**src/rtl/rs_age_issue.sv**
```systemverilog
`default_nettype none
// ============================================================================
// Module   : rs_age_issue
// Purpose  : Reservation station with age-ordered issue. Holds up to
//            NUM_ENTRIES renamed operations, wakes source tags from NUM_CDB
//            broadcast buses, and issues the oldest ready entry over a
//            valid/ready handshake. A flush clears the whole station.
// Ports    : clk, reset (async, active-high)
//            disp_*      - dispatch request/handshake and operation fields
//            cdb_valid/cdb_tag - per-port tag broadcast, port p at
//                          cdb_tag[p*TAG_W +: TAG_W]
//            flush       - clears every entry at the next edge
//            issue_*     - selected entry and issue handshake
//            occupancy   - number of busy entries
// Revision : 1.0 - initial release
// ============================================================================
module rs_age_issue #(
    parameter int NUM_ENTRIES = 8,
    parameter int TAG_W       = 6,
    parameter int OP_W        = 7,
    parameter int NUM_CDB     = 2
) (
    input  logic                               clk,
    input  logic                               reset,
    input  logic                               disp_valid,
    output logic                               disp_ready,
    input  logic [OP_W-1:0]                    disp_op,
    input  logic [TAG_W-1:0]                   disp_t,
    input  logic [TAG_W-1:0]                   disp_t1,
    input  logic [TAG_W-1:0]                   disp_t2,
    input  logic                               disp_t1_rdy,
    input  logic                               disp_t2_rdy,
    input  logic [NUM_CDB-1:0]                 cdb_valid,
    input  logic [NUM_CDB*TAG_W-1:0]           cdb_tag,
    input  logic                               flush,
    output logic                               issue_valid,
    input  logic                               issue_ready,
    output logic [OP_W-1:0]                    issue_op,
    output logic [TAG_W-1:0]                   issue_t,
    output logic [TAG_W-1:0]                   issue_t1,
    output logic [TAG_W-1:0]                   issue_t2,
    output logic [$clog2(NUM_ENTRIES+1)-1:0]   occupancy
);

    localparam int                 c_OCC_W   = $clog2(NUM_ENTRIES + 1);
    localparam logic [c_OCC_W-1:0] c_OCC_MAX = c_OCC_W'(NUM_ENTRIES);
    localparam logic [c_OCC_W-1:0] c_OCC_ONE = c_OCC_W'(1);

    // Per-entry state
    logic [NUM_ENTRIES-1:0] r_busy;
    logic [NUM_ENTRIES-1:0] r_r1;
    logic [NUM_ENTRIES-1:0] r_r2;
    logic [OP_W-1:0]        r_op [NUM_ENTRIES];
    logic [TAG_W-1:0]       r_t  [NUM_ENTRIES];
    logic [TAG_W-1:0]       r_t1 [NUM_ENTRIES];
    logic [TAG_W-1:0]       r_t2 [NUM_ENTRIES];
    // r_older[i][j] = 1 means entry j was dispatched before entry i
    logic [NUM_ENTRIES-1:0] r_older [NUM_ENTRIES];
    logic [c_OCC_W-1:0]     r_occ;

    logic [NUM_ENTRIES-1:0] w_ready;
    logic [NUM_ENTRIES-1:0] w_sel;
    logic [NUM_ENTRIES-1:0] w_issue_oh;
    logic [NUM_ENTRIES-1:0] w_disp_oh;
    logic [NUM_ENTRIES-1:0] w_wake1;
    logic [NUM_ENTRIES-1:0] w_wake2;
    logic                   w_byp1;
    logic                   w_byp2;
    logic                   w_free_found;
    logic                   w_disp_fire;
    logic                   w_issue_fire;

    assign occupancy    = r_occ;
    assign disp_ready   = (r_occ < c_OCC_MAX);
    assign w_ready      = r_busy & r_r1 & r_r2;
    assign issue_valid  = (|w_ready) && !flush;
    assign w_disp_fire  = disp_valid && disp_ready && !flush;
    assign w_issue_fire = issue_valid && issue_ready;
    assign w_issue_oh   = w_sel & {NUM_ENTRIES{issue_valid}};

    // Oldest ready entry: ready, and no other ready entry is older. Stale
    // older bits pointing at free slots are masked by w_ready.
    always_comb begin
        w_sel = '0;
        for (int i = 0; i < NUM_ENTRIES; i++) begin
            w_sel[i] = w_ready[i] && ((r_older[i] & w_ready) == '0);
        end
    end

    // Lowest-index free slot as a one-hot vector
    always_comb begin
        w_disp_oh    = '0;
        w_free_found = 1'b0;
        for (int i = 0; i < NUM_ENTRIES; i++) begin
            if (!r_busy[i] && !w_free_found) begin
                w_disp_oh[i] = 1'b1;
                w_free_found = 1'b1;
            end
        end
    end

    // Tag matches against stored sources and the incoming dispatch sources
    always_comb begin
        w_wake1 = '0;
        w_wake2 = '0;
        w_byp1  = 1'b0;
        w_byp2  = 1'b0;
        for (int p = 0; p < NUM_CDB; p++) begin
            if (cdb_valid[p]) begin
                if (cdb_tag[p*TAG_W +: TAG_W] == disp_t1) w_byp1 = 1'b1;
                if (cdb_tag[p*TAG_W +: TAG_W] == disp_t2) w_byp2 = 1'b1;
                for (int i = 0; i < NUM_ENTRIES; i++) begin
                    if (cdb_tag[p*TAG_W +: TAG_W] == r_t1[i]) w_wake1[i] = 1'b1;
                    if (cdb_tag[p*TAG_W +: TAG_W] == r_t2[i]) w_wake2[i] = 1'b1;
                end
            end
        end
    end

    // Issue field mux; one-hot select gated so fields read 0 when idle
    always_comb begin
        issue_op = '0;
        issue_t  = '0;
        issue_t1 = '0;
        issue_t2 = '0;
        for (int i = 0; i < NUM_ENTRIES; i++) begin
            if (w_issue_oh[i]) begin
                issue_op = issue_op | r_op[i];
                issue_t  = issue_t  | r_t[i];
                issue_t1 = issue_t1 | r_t1[i];
                issue_t2 = issue_t2 | r_t2[i];
            end
        end
    end

    always_ff @(posedge clk or posedge reset) begin
        if (reset) begin
            r_busy <= '0;
            r_r1   <= '0;
            r_r2   <= '0;
            r_occ  <= '0;
            for (int i = 0; i < NUM_ENTRIES; i++) begin
                r_op[i]    <= '0;
                r_t[i]     <= '0;
                r_t1[i]    <= '0;
                r_t2[i]    <= '0;
                r_older[i] <= '0;
            end
        end else if (flush) begin
            r_busy <= '0;
            r_r1   <= '0;
            r_r2   <= '0;
            r_occ  <= '0;
            for (int i = 0; i < NUM_ENTRIES; i++) begin
                r_older[i] <= '0;
            end
        end else begin
            for (int i = 0; i < NUM_ENTRIES; i++) begin
                // The dispatch slot is free and the issue slot is busy, so
                // at most one of these branches applies to an entry.
                if (w_issue_fire && w_sel[i]) begin
                    r_busy[i] <= 1'b0;
                    r_r1[i]   <= 1'b0;
                    r_r2[i]   <= 1'b0;
                end else if (w_disp_fire && w_disp_oh[i]) begin
                    r_busy[i] <= 1'b1;
                    r_op[i]   <= disp_op;
                    r_t[i]    <= disp_t;
                    r_t1[i]   <= disp_t1;
                    r_t2[i]   <= disp_t2;
                    r_r1[i]   <= disp_t1_rdy || w_byp1;
                    r_r2[i]   <= disp_t2_rdy || w_byp2;
                end else if (r_busy[i]) begin
                    r_r1[i]   <= r_r1[i] || w_wake1[i];
                    r_r2[i]   <= r_r2[i] || w_wake2[i];
                end

                // New entry is younger than every busy entry; its own bit in
                // r_busy is 0, so the row write leaves older[k][k] clear.
                if (w_disp_fire) begin
                    if (w_disp_oh[i]) begin
                        r_older[i] <= r_busy;
                    end else begin
                        r_older[i] <= r_older[i] & ~w_disp_oh;
                    end
                end
            end

            case ({w_disp_fire, w_issue_fire})
                2'b10:   r_occ <= r_occ + c_OCC_ONE;
                2'b01:   r_occ <= r_occ - c_OCC_ONE;
                default: r_occ <= r_occ;
            endcase
        end
    end

endmodule
`default_nettype wire

```
**config.mk**
```make
export PLATFORM = sky130hd
export DESIGN_NAME = rs_age_issue
export DESIGN_NICKNAME = d
export VERILOG_FILES = /design/src/rtl/rs_age_issue.sv
export SDC_FILE = /design/constraint.sdc
export NUM_CORES = 1
export LEC_CHECK = 0
export CAP_MARGIN = 20
export CORE_ASPECT_RATIO = 0.6
export CORE_UTILIZATION = 58
export DETAILED_ROUTE_END_ITERATION = 10
export GPL_TIMING_DRIVEN = 0
export PLACE_DENSITY = 0.81
export REMOVE_ABC_BUFFERS = 1
export SLEW_MARGIN = 25
export SYNTH_ARGS = -nofsm -noshare
export SYNTH_HDL_FRONTEND = slang
export SYNTH_SLANG_ARGS = --single-unit
```
**constraint.sdc**
```tcl
create_clock -name clk -period 11.19 [get_ports clk]
set_input_delay 2.238 -clock clk [delete_from_list [all_inputs] [get_ports clk]]
set_output_delay 2.238 -clock clk [all_outputs]
set_load 0.02 [all_outputs]
```
### Word level (Yosys, flattened, before mapping)

Index checks and enable logic that the tools add are counted.

* register bits: 292
* latch bits: 0
* RAM bits: 0
* memory bits (read-only): 0
* bits of input ports: 46
* output and inout port bits: 31
* word-level logic and storage cells: 441
* memories kept: 0

* add/subtract/negate cells: 2
* $mul: 0
* div/mod/pow operators: 0
* $lt $le $gt $ge: 1
* equality and inequality tests: 38
* shift operators: 0
* muxes and demuxes: 176
* bitwise logic cells: 57
* reduce and logical (&&, ||, !) cells: 102

Operators by type and width (count)
* == test 6 bit: 36
* two-way mux 8 bit: 23
* bitwise AND 8 bit: 19
* two-way mux 6 bit: 24
* OR 6 bit: 21
* two-way mux 1 bit: 118
* zero test 8 bit: 8
* two-way mux 64 bit: 1
* two-way mux 7 bit: 8
* OR 7 bit: 7
* logical AND 1 bit: 35
* nonzero test 4 bit: 8
* nonzero test 3 bit: 9
* AND reduction 3 bit: 8
* logical OR 1 bit: 18
* zero test 1 bit: 14
* NOT 1 bit: 9
* NOT 8 bit: 1
* one-hot mux 4 bit (2 select lines): 1
* OR reduction 8 bit: 1
* adder 4 x 1 -> 4 bit (second input constant): 1
* < comparator 4 bit (second input constant): 1
* two-way mux 4 bit: 1
* subtractor 4 x 1 -> 4 bit (second input constant): 1
* other kinds (3): 3

### Depth between registers and ports, before layout

Gate-level depths: netlist of run 1.

* word-level depth: 26
* gate-level depth with buffers: 14
* depth with buffers taken out: 11

### Worst setup path after synthesis of run 1

Ideal clock, no wire load.

* path kind: input to output
* start: in flush
* end: out issue_op[0]
* arrival: 3.385 ns
* required time: 8.952 ns
* setup slack: 5.567 ns
* cell stages on the path: 5
* path buffers: 3
* cell sequence: clkbuf_1 a21o_1 clkbuf_1 clkbuf_1 a41oi_1

* cells in the longest elaborated chain, start to end: 18

RTL lines
* from (decl): line 35 `input logic flush,`
* zero test 1 bit (*): line 76 `assign issue_valid = (|w_ready) && !flush;`
* logical AND 1 bit (*): line 76
* bitwise AND 8 bit (*): line 79 `assign w_issue_oh = w_sel & {NUM_ENTRIES{issue_valid}};`
* two-way mux 7 bit: line 127 `if (w_issue_oh[i]) begin`
* OR 7 bit: line 128 `issue_op = issue_op | r_op[i];`
* two-way mux 7 bit: line 127
* OR 7 bit: line 128
* two-way mux 7 bit: line 127
* [... 2 more ...]
* OR 7 bit: line 128
* two-way mux 7 bit: line 127
* OR 7 bit: line 128
* two-way mux 7 bit: line 127
* OR 7 bit: line 128
* two-way mux 7 bit: line 127
* OR 7 bit: line 128
* two-way mux 7 bit (*): line 127
* to (decl): line 38 `output logic [OP_W-1:0] issue_op,`

Mark *: on every way between the ends. The rest lies on a longest branch, timed or not.

### Final worst setup path of run 1

* start: reg r_busy[6]
* end: out issue_t2[5]

* cells in the longest elaborated chain, start to end: 21
* elaborated cells between the ends (all ways): 44
* those cells by class: mux: 8; bitwise: 18; reduce/logical: 18

RTL lines
* from (decl): line 50 `logic [NUM_ENTRIES-1:0] r_busy;`
* from (signal assigned): line 138 `r_busy <= '0;`
* from (signal assigned): line 150 `r_busy <= '0;`
* from (signal, indexed assignment): line 162 `r_busy[i] <= 1'b0;`
* bitwise AND 8 bit (*) (2 in series): line 75 `assign w_ready = r_busy & r_r1 & r_r2;`
* bitwise AND 8 bit: line 86 `w_sel[i] = w_ready[i] && ((r_older[i] & w_ready) == '0);`
* zero test 8 bit: line 86
* logical AND 1 bit: line 86
* bitwise AND 8 bit (*): line 79
* two-way mux 6 bit: line 127
* OR 6 bit: line 131 `issue_t2 = issue_t2 | r_t2[i];`
* two-way mux 6 bit: line 127
* [... 4 more ...]
* OR 6 bit: line 131
* two-way mux 6 bit: line 127
* OR 6 bit: line 131
* two-way mux 6 bit: line 127
* OR 6 bit: line 131
* two-way mux 6 bit: line 127
* OR 6 bit: line 131
* two-way mux 6 bit (*): line 127
* to (decl): line 41 `output logic [TAG_W-1:0] issue_t2,`

Marks and branches as above.

==> results of run 1 <==
-- kinds of logic (layout without fill, tap and decap cells) --
kind of cell | after synthesis | count (layout) | synth area share (%)
buf+inv | 133 | 160 | 4.25
simple gates | 351 | 351 | 11.3
compound gates | 273 | 273 | 12.5
flops | 292 | 292 | 46.4
mux | 176 | 176 | 13.1
fa+ha+maj | 3 | 3 | 0.286
xor+xnor | 219 | 219 | 12.2
-- cell usage after synthesis (6+ instances only) --
cell        n  area (um^2)
a41oi_1    15          131
mux2_2    154         1730
and3_1     11         68.8
xnor2_1   117         1020
a21oi_1    28          140
or4_1       8         60.1
nor4_1     28          175
a31oi_1    17          106
o21ai_0    31          155
buf_6       7         78.8
nor3_1     17         85.1
a22oi_1    99          743
a221oi_1   15          131
and2_1      9         56.3
mux2_4     21          315
nand3_1    10         50.1
a22o_1     17          149
a21o_1     29          218
a211oi_1    6         45.0
nand2_1   130          488
buf_4       6         45.0
buf_2      48          240
inv_1      12         45.0
xor2_1    102          893
nand4_1    42          263
clkbuf_1   54          203
dfrtp_1   292         7310
nor2_1     61          229
-- worst reg2reg max path: stages (launching register included) --
cell,delay [ns]
dfrtp_1,0.80
and3_1,0.60
nor4_2,0.15
a21oi_2,0.62
nand2_1,0.23
inv_1,0.15
ha_1,0.24
a21o_1,0.18
a21oi_1,0.19
nand2_1,0.10
o32a_1,0.32
a21oi_1,0.12
-- power breakdown --
group          internal, W  switching, W  leakage, nW  total, W
registers          0.00112     0.0000687         3.96   0.00119
logic             0.000118      0.000144         3.46  0.000262
clock network     0.000508      0.000424        0.428  0.000932
total              0.00174      0.000637         7.85   0.00238
-- registers in the layout, summed over array words and instances, names as in the netlist, 8 cells and up --
name     count
r_older     64
r_op        56
r_t1        48
r_t2        48
r_t         48
r_busy       8
r_r1         8
r_r2         8
-- per-stage QoR --
stage | cells | hold WS, ns | total power [W] | TNS [ns] | util (%)
2_1_floorplan | 1326 | 0.443 | 0.00135 | 0 | -
3_3_place_gp | 1762 | 0.460 | 0.00144 | -734.88 | 61.6
3_5_place_dp | 1785 | 0.464 | 0.00146 | 0 | 63.2
4_1_cts | 1834 | 0.480 | 0.00238 | 0 | 66.5
5_1_grt | 1834 | 0.491 | 0.00245 | 0 | 66.5
6_report | 1834 | 0.473 | 0.00238 | 0 | 66.5
-- per-layer routing --
metal	routed length [um]	GRT usage [%]
met2	19800	50.2
met4	1080	9.87
met1	20000	49.5
met3	6540	12.5
met5	13	0
-- final cells by class --
class                      count  share of cell area [%]
sequential                   292                    41.4
timing repair buffer          99                    6.38
inverter                      12                   0.298
tap                          360                    2.55
clock buffer                  38                    4.40
clock inverter                11                   0.525
multi-input combinational   1022                    44.4
-- worst paths after layout --
| path | startpoint | endpoint | slack (ns) | cells past startpoint |
|---|---|---|---|---|
| max | r_busy[6] | issue_t2[5] | 4.49 | 9 |
| min | r_op[50] | r_op[50] | 0.47 | 2 |
| max reg2reg | r_busy[6] | occupancy[3] | 7.41 | 11 |
| min reg2reg | r_op[50] | r_op[50] | 0.47 | 2 |
| max in group asynchronous | reset | r_op[13] | 8.01 | 3 |
| min in group asynchronous | reset | r_t2[3] | 2.18 | 2 |
==> reports/qor.txt, run 1 <==
Pleak = 7.85 nW
Hold/Removal Path Class = reg2reg
Slew HR = 28.6%
Post-CTS Setup Inserts = 0
H-tree levels = 1
Max stage delay on crit path = 0.80 ns
status = complete, no violations
final-stage net count = 1503
Top FF cell, synth = dfrtp_1
CP Cell Sequence = and3_1 > nand2b_1 > a2111oi_4 > buf_6 > buf_4 > a22o_1 > a221oi_1 > a31oi_1 > clkdlybuf4s50_1
CTS Root Cell = clkbuf_16
Post-Syn Instances = 1447
largest net degree at the start of global routing = 104
CTS tree = done
chip width = 215 um
post-synthesis sequential area ratio = 46.4%
I/O pin cnt = 77
initial antenna violation count = 1
Ant. Diodes = 0
Slew @ Worst Pin = 1.07 ns
CP Data Required Time = 8.95 ns
antenna violation net count after detailed routing = 0
synthesized cell area = 15700 um^2
synth unique cells = 60
layout cells sized above 1 = 19.3%
Filler cells = 1974
DRC = 0
DRT iter0 DRCs = 1727
Wirelength per Cell = 25.9 um
most common cell after layout, fill and taps aside = dfrtp_1
# rows = 46
Area growth, synth to finish = 12.0%
I/O Buffers = 76
MaxCap Viol Count = 0
RSZ-0062 raised after global routing = no
Worst setup EP type = output pin
crit share post-route = 59.9%
detailed placement HPWL = 31.8 mm
number of global-route vias before repair = 12600
WL final = 47.5 mm
Hold Violations, Final = 0
register area = 7310 um^2
fmax = 149 MHz
CTS Buf Count = 27
register bit total from synthesis = 292
Die Area = 27800 um^2
drt via density = 6.75
clock skew = 0.0129 ns
worst setup path class = reg2out
drt first pass iters = 6
CP Data Arrival Time = 4.47 ns
Initial Util = 59.4%
area of the multi-input gates = 7840 um^2
design area = 17600 um^2
cts-stage hold buffer count = 0
crit start category = register
syn avg cell area = 10.9 um^2
clk_lat worst skew = 0.56 ns
clk slew on worst S/H paths = 0.07 ns
Slew Viols, Final = 0
Syn. warnings = 0
final setup vio count = 0
number of gates resized after cts = 0
placed instance area = 16800 um^2
first-pass GRT wire length = 74.1 mm
GRT Total Usage = 34.9%
Peak VDD IR = 0.112 mV
asr flop ratio synth = 100%
cell family with most CP delay = compound AO/OA/AOI/OAI gates
clk sink count = 292
GPL Wtd Cong = 0.946
setup ws final = 4.49 ns
CP max-delay cell = dfrtp_1
Core ar. = 26500 um^2
Pwr Density = 135 nW/um^2
Worst Path Max Fanout = 13
clock buffer depth = 3
routed via count = 12400
chip height = 130 um
GRT Residual Overflow = 0
Tmin final = 6.70 ns
Post-synth EDFFs = 0
CP Buf/Inv Count = 3
Worst Setup Slack post-DPL = 4.74 ns
most frequent cells in the layout = dfrtp_1, mux2_2, nand2_1
(Power assumes the default switching activity.)
==> inputs of run 2 (changes only) <==
clock period = 6.72 ns   (was 11.19 ns; I/O delays follow)
==> results of run 2 <==
Same layout as run 1 (identical final DEF). Status: complete, no violations.
Among the figures that moved: setup slack after placement 4.74 ns -> 1.74 ns; setup slack after layout 4.49 ns -> 0.910 ns; register-to-register setup slack 7.41 ns -> 2.94 ns; total power 0.00238 W -> 0.00396 W; worst IR drop on VDD 0.112 mV -> 0.186 mV
==> inputs of run 3 (changes only) <==
CORE_MARGIN = 4   (was default)
CTS_CLUSTER_DIAMETER = 50   (was default)
clock period = 6.44 ns   (was 6.72 ns; I/O delays follow)
==> run 3 against run 2 <==
Against the previous run:
- global-route usage is 3.1 points lower
- clock skew is 0.017 ns higher
- final area is 0.73% higher
- worst hold slack better by 0.0051 ns
- flip-flop and latch count stayed put
- via count is 0.35% lower
- non-clock buffer count is 1 higher
- first-iteration DRC count is 3.8% lower
- register-to-register slack worse by 0.23 ns
- total power is 6.9% higher
- final cell count is 0.11% higher
- worst setup slack worse by 0.25 ns
==> reports/qor.txt, run 3 (synthesis results as in run 1) <==
clock network power share = 40.5%
WL final = 47.3 mm
Post-CTS Setup Inserts = 0
clk_lat worst skew = 0.59 ns
Combinational Power Share = 10.8%
most frequent cells in the layout = dfrtp_1, mux2_2, nand2_1
drt first pass iters = 7
CP endpoint = issue_t2[5]
CP max-delay cell = dfrtp_1
I/O pin cnt = 77
Slew Viols, Final = 0
CTS tree = done
worst setup path class = reg2out
crit start category = register
Slew HR = 31.2%
design area = 17800 um^2
Setup crit start = r_busy[6]
drt via density = 6.72
I/O Buffers = 76
CP Cell Sequence = and3_1 > nand2b_1 > a2111oi_4 > buf_6 > buf_4 > a22o_1 > a221oi_1 > a31oi_1 > clkdlybuf4s50_1
fin cells = 1836
worst reg2reg path endpoint = occupancy[3]
CP Data Arrival Time = 4.49 ns
antenna violation net count after detailed routing = 0
CP Buf/Inv Count = 3
max reg flops = 64
Initial Util = 59.2%
initial antenna violation count = 0
placed cells = 1786
RSZ-0062 raised after global routing = no
cts-stage hold buffer count = 0
layout cells sized above 1 = 19.5%
Core ar. = 26600 um^2
status = complete, no violations
setup slack, reg-to-reg = 2.71 ns
M2 GR Usage = 45.1%
Wirelength per Cell = 25.8 um
GRT Residual Overflow = 0
CP Data Required Time = 5.15 ns
Peak VDD IR = 0.231 mV
FF-to-FF Start = r_busy[6]
MaxCap Viol Count = 0
fmax = 173 MHz
CP Depth = 9
number of gates resized after cts = 0
TNS Setup = 0 ns
Internal = 0.00310 W
Tmin final = 5.77 ns
sequential cell fraction of total power = 48.7%
crit share post-route = 89.7%
Max stage delay on crit path = 0.82 ns
first-pass GRT wire length = 73.5 mm
clk sink count = 292
detailed placement HPWL = 32.1 mm
Area growth, synth to finish = 12.8%
CTS Root Cell = clkbuf_16
Ant. Diodes = 0
chip width = 221 um
Worst Setup Slack post-DPL = 1.55 ns
# rows = 46
DRC = 0
Hold Violations, Final = 0
Hold/Removal Path Class = reg2reg
layer with the highest usage = met1
routing usage on met1 = 46.8%
largest register by flop count = r_older
number of global-route vias before repair = 12400
clk slew on worst S/H paths = 0.06 ns
Largest regs = r_older x64, r_op x56
DRT iter0 DRCs = 1661
Power, Total = 0.00424 W
clock buffer depth = 3
chip height = 136 um
final setup vio count = 0
Switch Pwr = 0.00113 W
reg2reg path depth = 11
final-stage net count = 1505
H-tree levels = 1
Worst Path Max Fanout = 13
clock skew = 0.0299 ns
Slew @ Worst Pin = 1.02 ns
routed via count = 12300
GPL Wtd Cong = 0.931
Pwr Density = 238 nW/um^2
GRT Total Usage = 31.8%
CTS Buf Count = 28
cell family with most CP delay = compound AO/OA/AOI/OAI gates
Die Area = 29900 um^2
largest net degree at the start of global routing = 85
GR Util met3 = 11.5%
most common cell after layout, fill and taps aside = dfrtp_1
Pleak = 7.89 nW
Net Sw Frac = 26.7%
placed instance area = 16800 um^2
setup ws final = 0.665 ns
Worst setup EP type = output pin
-- run 3: changes by cell type in the layout (fill, tap and decap cells not counted), moves of 2 or more --
cell,previous run,this run
buf_16,8,11
buf_12,6,4
clkbuf_1,5,3
clkinv_2,6,4
clkinvlp_4,2,4
-- run 3: per-layer routing --
| layer | part of all wire, % | up-vias |
|---|---|---|
| met4 | 2.5 | 0 |
| met1 | 43 | 6258 |
| met3 | 13 | 110 |
| met2 | 41 | 755 |
| met5 | 0 | - |
| li1 | - | 5211 |
-- run 3: through the flow --
stage	util, %	hold slack, ns
2_1_floorplan	-	0.443
3_3_place_gp	61.4	0.459
3_5_place_dp	63.2	0.463
4_1_cts	66.8	0.480
5_1_grt	66.8	0.493
6_report	66.8	0.478
-- run 3: area by class of cell --
cell class / count / area [um^2]
Tap cell: 360 / 450
Timing Repair Buffer: 100 / 1160
Fill cell: 2049 / 8820
Multi-Input combinational cell: 1022 / 7840
Sequential cell: 292 / 7310
Inverter: 12 / 52.6
Clock inverter: 13 / 165
Clock buffer: 37 / 795
-- run 3: tightest hold or removal path, delay by kind of cell, from the launching register on --
kind | cells | cell delay, ns
simple gates | 2 | 0.10
flops | 1 | 0.34
-- run 3: worst min-delay path by stage --
| stage | from | endpoint | slack, ns | depth (start not counted) |
|---|---|---|---|---|
| 6_report | r_op[49] | r_op[49] | 0.48 | 2 |
| 5_1_grt | r_older[10] | r_older[10] | 0.49 | 1 |
| 4_1_cts | r_op[49] | r_op[49] | 0.48 | 2 |
| 3_5_place_dp | r_older[14] | r_older[14] | 0.46 | 1 |
| 3_3_place_gp | r_older[9] | r_older[9] | 0.46 | 1 |
| 2_1_floorplan | r_older[35] | r_older[35] | 0.44 | 1 |
-- run 3: power groups by stage --
stage          registers, W  clock network [W]  logic (W)
2_1_floorplan       0.00206                  0   0.000287
3_3_place_gp        0.00208                  0   0.000426
3_5_place_dp        0.00209                  0   0.000449
4_1_cts             0.00205            0.00173   0.000454
5_1_grt             0.00207            0.00181   0.000499
6_report            0.00206            0.00172   0.000458
